### src/rtl/fifo_burst_reader_if.sv
// fifo_burst_reader_if: FIFO read-side and stream-output bundle for the burst reader
interface fifo_burst_reader_if #(
  parameter int DATA_WIDTH = 16,
  parameter int ADDR_WIDTH = 4
);
  logic [DATA_WIDTH-1:0] fifo_rd_data;
  logic                  fifo_empty;
  logic [ADDR_WIDTH:0]   fifo_count;
  logic                  fifo_rd_en;
  logic [DATA_WIDTH-1:0] m_data;
  logic                  m_valid;
  logic                  m_ready;
  logic                  m_last;
  modport master (
    input  fifo_rd_data, fifo_empty, fifo_count, m_ready,
    output fifo_rd_en, m_data, m_valid, m_last
  );
  modport slave (
    output fifo_rd_data, fifo_empty, fifo_count, m_ready,
    input  fifo_rd_en, m_data, m_valid, m_last
  );
endinterface

### src/rtl/fifo_burst_reader.sv
// fifo_burst_reader: pops full or timed-out/flushed partial bursts from a FIFO onto a valid/ready stream
module fifo_burst_reader #(
  parameter int DATA_WIDTH     = 16,
  parameter int ADDR_WIDTH     = 4,
  parameter int BURST_LEN      = 8,
  parameter int TIMEOUT_CYCLES = 256
) (
  input  logic                rd_clk,
  input  logic                rd_rst,
  input  logic                flush,
  fifo_burst_reader_if.master bus,
  output logic                burst_active,
  output logic                partial,
  output logic [15:0]         burst_count
);
  localparam int CW = ADDR_WIDTH + 1;
  localparam int TW = TIMEOUT_CYCLES < 2 ? 1 : $clog2(TIMEOUT_CYCLES + 1);
  localparam logic [CW-1:0] BL   = CW'(BURST_LEN);
  localparam logic [TW-1:0] TMAX = TW'(TIMEOUT_CYCLES);
  localparam logic          TO_EN = TIMEOUT_CYCLES != 0;

  typedef enum logic {IDLE, STREAM} state_t;

  state_t                state_q, state_d;
  logic [CW-1:0]         remaining_q, remaining_d;
  logic [TW-1:0]         timer_q, timer_d;
  logic [DATA_WIDTH-1:0] m_data_q, m_data_d;
  logic                  m_valid_q, m_valid_d;
  logic                  m_last_q, m_last_d;
  logic                  partial_q, partial_d;
  logic [15:0]           burst_count_q, burst_count_d;
  logic                  go_full, go_part, pop, hs, done;

  // Burst decision in IDLE, pop/handshake bookkeeping in STREAM.
  always_comb begin
    go_full       = state_q == IDLE && bus.fifo_count >= BL;
    go_part       = state_q == IDLE && !go_full && bus.fifo_count != '0 &&
                    (flush || (TO_EN && timer_q == TMAX));
    pop           = state_q == STREAM && remaining_q != '0 && !bus.fifo_empty &&
                    (!m_valid_q || bus.m_ready);
    hs            = m_valid_q && bus.m_ready;
    done          = hs && m_last_q;
    state_d       = (go_full || go_part) ? STREAM : done ? IDLE : state_q;
    remaining_d   = go_full ? BL : go_part ? bus.fifo_count :
                    pop ? remaining_q - CW'(1) : remaining_q;
    timer_d       = (state_q == IDLE && !go_full && !go_part && !bus.fifo_empty) ?
                    (timer_q == TMAX ? timer_q : timer_q + TW'(1)) : '0;
    m_data_d      = pop ? bus.fifo_rd_data : m_data_q;
    m_valid_d     = pop ? 1'b1 : hs ? 1'b0 : m_valid_q;
    m_last_d      = pop ? remaining_q == CW'(1) : hs ? 1'b0 : m_last_q;
    partial_d     = go_full ? 1'b0 : go_part ? 1'b1 : partial_q;
    burst_count_d = done ? burst_count_q + 16'd1 : burst_count_q;
  end

  // State and registered stream outputs; reset asserts asynchronously.
  always_ff @(posedge rd_clk or posedge rd_rst) begin
    if (rd_rst) begin
      state_q       <= IDLE;
      remaining_q   <= '0;
      timer_q       <= '0;
      m_data_q      <= '0;
      m_valid_q     <= 1'b0;
      m_last_q      <= 1'b0;
      partial_q     <= 1'b0;
      burst_count_q <= '0;
    end else begin
      state_q       <= state_d;
      remaining_q   <= remaining_d;
      timer_q       <= timer_d;
      m_data_q      <= m_data_d;
      m_valid_q     <= m_valid_d;
      m_last_q      <= m_last_d;
      partial_q     <= partial_d;
      burst_count_q <= burst_count_d;
    end
  end

  assign bus.fifo_rd_en = pop;
  assign bus.m_data     = m_data_q;
  assign bus.m_valid    = m_valid_q;
  assign bus.m_last     = m_last_q;
  assign burst_active   = state_q == STREAM;
  assign partial        = partial_q;
  assign burst_count    = burst_count_q;
endmodule

### src/flat_wrapper.sv
// flat-port wrapper written by rule: the top's interface ports become plain ports
module fifo_burst_reader_flat 
#(
  parameter int DATA_WIDTH     = 16,
  parameter int ADDR_WIDTH     = 4,
  parameter int BURST_LEN      = 8,
  parameter int TIMEOUT_CYCLES = 256
)
  (rd_clk, rd_rst, flush, burst_active, partial, burst_count, bus_fifo_rd_data, bus_fifo_empty, bus_fifo_count, bus_m_ready, bus_fifo_rd_en, bus_m_data, bus_m_valid, bus_m_last);
  fifo_burst_reader_if #(.DATA_WIDTH(DATA_WIDTH), .ADDR_WIDTH(ADDR_WIDTH)) bus_i ();
  input  logic rd_clk;
  input  logic rd_rst;
  input  logic flush;
  output logic burst_active;
  output logic partial;
  output logic [15:0] burst_count;
  input wire logic [$bits(bus_i.fifo_rd_data)-1:0] bus_fifo_rd_data;
  input wire logic [$bits(bus_i.fifo_empty)-1:0] bus_fifo_empty;
  input wire logic [$bits(bus_i.fifo_count)-1:0] bus_fifo_count;
  input wire logic [$bits(bus_i.m_ready)-1:0] bus_m_ready;
  output wire logic [$bits(bus_i.fifo_rd_en)-1:0] bus_fifo_rd_en;
  output wire logic [$bits(bus_i.m_data)-1:0] bus_m_data;
  output wire logic [$bits(bus_i.m_valid)-1:0] bus_m_valid;
  output wire logic [$bits(bus_i.m_last)-1:0] bus_m_last;
  assign bus_i.fifo_rd_data = bus_fifo_rd_data;
  assign bus_i.fifo_empty = bus_fifo_empty;
  assign bus_i.fifo_count = bus_fifo_count;
  assign bus_i.m_ready = bus_m_ready;
  assign bus_fifo_rd_en = bus_i.fifo_rd_en;
  assign bus_m_data = bus_i.m_data;
  assign bus_m_valid = bus_i.m_valid;
  assign bus_m_last = bus_i.m_last;
  fifo_burst_reader #(.DATA_WIDTH(DATA_WIDTH), .ADDR_WIDTH(ADDR_WIDTH), .BURST_LEN(BURST_LEN), .TIMEOUT_CYCLES(TIMEOUT_CYCLES)) u_core (.rd_clk(rd_clk), .rd_rst(rd_rst), .flush(flush), .bus(bus_i), .burst_active(burst_active), .partial(partial), .burst_count(burst_count));
endmodule
### config.mk
export PLATFORM = sky130hd
export DESIGN_NAME = fifo_burst_reader_flat
export DESIGN_NICKNAME = d
export VERILOG_FILES = /design/src/rtl/fifo_burst_reader_if.sv /design/src/rtl/fifo_burst_reader.sv /design/src/flat_wrapper.sv
export SDC_FILE = /design/constraint.sdc
export NUM_CORES = 1
export LEC_CHECK = 0
export CORE_UTILIZATION = 40
export CTS_BUF_LIST = sky130_fd_sc_hd__clkbuf_8
export CTS_CLUSTER_DIAMETER = 80
export DETAILED_ROUTE_END_ITERATION = 10
export HOLD_SLACK_MARGIN = 0.02
export PLACE_DENSITY = 0.66
export RECOVER_POWER = 50
export SETUP_SLACK_MARGIN = 0.1
export SLEW_MARGIN = 15
export SYNTH_ARGS = -nofsm -noshare
export SYNTH_HDL_FRONTEND = slang
export SYNTH_SLANG_ARGS = --single-unit
### constraint.sdc
create_clock -name rd_clk -period 2.8 [get_ports rd_clk]
set_input_delay 0.56 -clock rd_clk [delete_from_list [all_inputs] [get_ports rd_clk]]
set_output_delay 0.56 -clock rd_clk [all_outputs]
set_load 0.005 [all_outputs]
==> metrics.md <==
| Metric | Value |
|---|---|
| CTS Hold Bufs | 0 |
| RSZ-0062 raised after global routing | no |
| Layout Utilization | 55.7% |
| Register bit total from synthesis | 50 |
| PortBufs | 62 |
| Final min period | 2370 ps |
| Drc violations | 0 |
| All-Layer GR Usage | 16.1% |
| Synth top area share | 53.4% |
| CP delay by family, top | simple AND/OR/NAND/NOR gates |
| Global route overflow | 0 |
| Share of layout cells above drive strength 1 | 13.8% |
| DRT Pass-1 Iters | 4 |
| Largest net degree at the start of global routing | a little over 50 |
| Initial antenna violation count | 0 |
| Reported max-cap violation count | 0 |
| H-Tree Depth | 2 |
| P per Cell Area | 701 nW/um^2 |
| Critical Path End Type | output port |
| Final setup fails | 0 |
| Max Fanout on Critical Path | 3 |
| CTS tree | done |
| Max Clock Skew | between 8 and 9 ps |
| Ant diodes | 0 |
| Syn Area/Cell | 11.7 um^2 |
| Routability-driven placement congestion ratio | between 0.7 and 0.8 |
| Kind of critical path | flop to output port |
| Crit path DAT | 1810 ps |
| Met2 WL | just under 2000 um |
| First-pass GRT wire length | 7790 um |
| Max-slew headroom | 17.9% |
| Met3 wire length | approximately 170 um |
| Sink Count | 50 |
| Bufs on Longest Clock Path | 2 |
| Vias | 1686 |
| Post-DR wirelength/cell | 13.2 um |
| Core Rows | 27 |
| Num CTS Buffers | 5 |
| Total number of yosys warnings | 0 |
| Die area | slightly above 6000 um^2 |
| WL met1 | 2280 um |
| Clk root buf | clkbuf_8 |
| Core area | 5570 um^2 |
| Most frequent cells in the layout | clkdlybuf4s50_1, dfrtp_1, nor2_1 |
| Die X | about 79 um |
| Outcome | finished, final reports clean |
| Largest area contributor in the netlist | dfrtp_1 |
| Antenna-violating nets left | 0 |
| Clk Latency, worst-skew pair | approximately 300 ps |
| Max Clk Rate | 423 MHz |
| CTS clock-pin slew for the worst setup and hold paths | approximately 90 ps |
| Most common cell after layout, fill and taps aside | clkdlybuf4s50_1 |
| Asr flop ratio synth | 100% |
| Via-to-Cell Ratio | 4.94 |
| Top FF cell, synth | dfrtp_1 |
| Overall Power | 2.18 mW |
| Routed WL | between 4000 and 5000 um |
| Mapped cell area | 2340 um^2 |
| Initial DRC Count | 74 |
| Fin crit share | 84.5% |
| Mapped Cells | 200 |
| Critical Path Max Stage Delay | 470 ps |
| CP max-delay cell | or4b_4 |
| Unique cell type count in the Yosys netlist | 39 |
| Actual slew at the worst max-slew pin | 1230 ps |
| WP buf/inv | 2 |
| # IOs | 63 |
| Max VDD drop | 0.374 mV |
| Setup TNS | 0 ps |
| Syn Nets | about 230 |
| Starting Density | 42.0% |
| Seq/Total Area, Yosys | 53.4% |
| Nets | 300 |
| Final count of pins violating max slew | 0 |
| Final hold violation count | 0 |
| HP Class | flop to flop |
| EDFF count, synth | 0 |
| Req. time, crit path | 2240 ps |
| CP Cell Sequence | inv_1 -> ha_2 -> or4b_4 -> and3_4 -> dlymetal6s2s_1 |
| P_leak | between 1 and 1.5 nW |
| Highest metal used | met4 |
| Detailed placer's ending HPWL | 3240 um |
| Die Y | 78.5 um |
| Layout area overhead | 32.5% |
| Vias in the first global route | 1670 |
| Area contributors post-synth | dfrtp_1, mux2_2, xnor2_1 |
| Startpoint types | flop |
==> layer usage <==
layer | global-route usage (%) | up-vias
li1 | - | 833
met1 | 22.0 | 806
met2 | 25.1 | 42
met3 | 3.60 | 5
met4 | 5.56 | 0
met5 | 0 | -
==> cell type report <==
type,count,area [um^2]
clock buffer,5,68.8
clock inverter,2,10.0
fill,499,2470
inverter,8,30.0
multi-input combinational,140,1020
sequential,50,1250
tap,72,90.1
timing repair buffer,64,636
==> stage by stage <==
step / hold slack (ps) / area (um^2) / instances / setup WS [ps]
final: 489 / 3100 / 341 / 433
after global routing: 505 / 3100 / 341 / 353
after CTS: 490 / 3140 / 341 / 128
after detailed placement: 475 / 3060 / 334 / 217
after global placement: 458 / 3060 / 334 / 241
after floorplan: 465 / 2340 / 200 / 852
==> sequential cells by signal, indices dropped and copies added, names as in the netlist <==
signal and cells:
u_core.burst_count 16, u_core.bus.m_data 16, u_core.timer_q 9, u_core.remaining_q 5, u_core.burst_active 1, u_core.bus.m_last 1, u_core.bus.m_valid 1, u_core.partial 1
==> power breakdown <==
part	leakage [nW]	switching (mW)	internal, mW
sequential	0.639	0.113	0.899
clock	0.0438	0.233	0.168
combinational	0.624	0.266	0.498
==> cell families (layout without fill, tap and decap cells) <==
family	count (synthesis)	count (layout)	synth area share, %
xor gates and xnor gates	23	23	8.60
muxes	19	19	9.03
buffers and inverters	10	79	2.24
adders and majority gates	5	5	2.67
DFF	50	50	53.4
and+or+nand+nor	79	79	18.3
AOI/OAI and AO/OA	14	14	5.77
==> Yosys cell counts, types with 2 or more instances <==
cell      count
a21oi_1       2
buf_6         2
nor2b_1       2
xor2_1        8
nand4_1       5
inv_1         8
or2_2         2
mux2i_1       2
nand2b_1      2
a32o_1        2
o21ai_0       2
nor2_1       23
nand2_1      14
mux2_2       17
or3_1         4
nand3_1       9
xnor2_1      15
and3_1        2
nor3_1        6
ha_1          5
dfrtp_1      50
==> timing repair <==
action                     CTS  global route
resized for setup            0             4
setup endpoints to repair    0             1
buffers inserted             0             0
==> worst reg2reg max path, delay by kind of cell (launching register included) <==
family | cells | cell delay, ps
AOI/OAI and AO/OA | 2 | 520
buffers and inverters | 2 | 350
and+or+nand+nor | 2 | 640
adders and majority gates | 1 | 200
DFF | 1 | 390
==> path summary, 6_finish.rpt <==
check	cells past startpoint	end	startpoint	slack, ps
min in group asynchronous	3	u_core.bus.m_data[14]	rd_rst	1100
worst min register to register	1	u_core.burst_count[15]	u_core.burst_count[15]	490
worst min-delay path	1	u_core.burst_count[15]	u_core.burst_count[15]	490
max in group asynchronous	3	u_core.bus.m_data[5]	rd_rst	960
worst max-delay path	5	bus_fifo_rd_en	u_core.remaining_q[0]	430
worst max register to register	7	u_core.remaining_q[2]	u_core.remaining_q[0]	600
No activity file was read; power rests on OpenSTA's default activity.
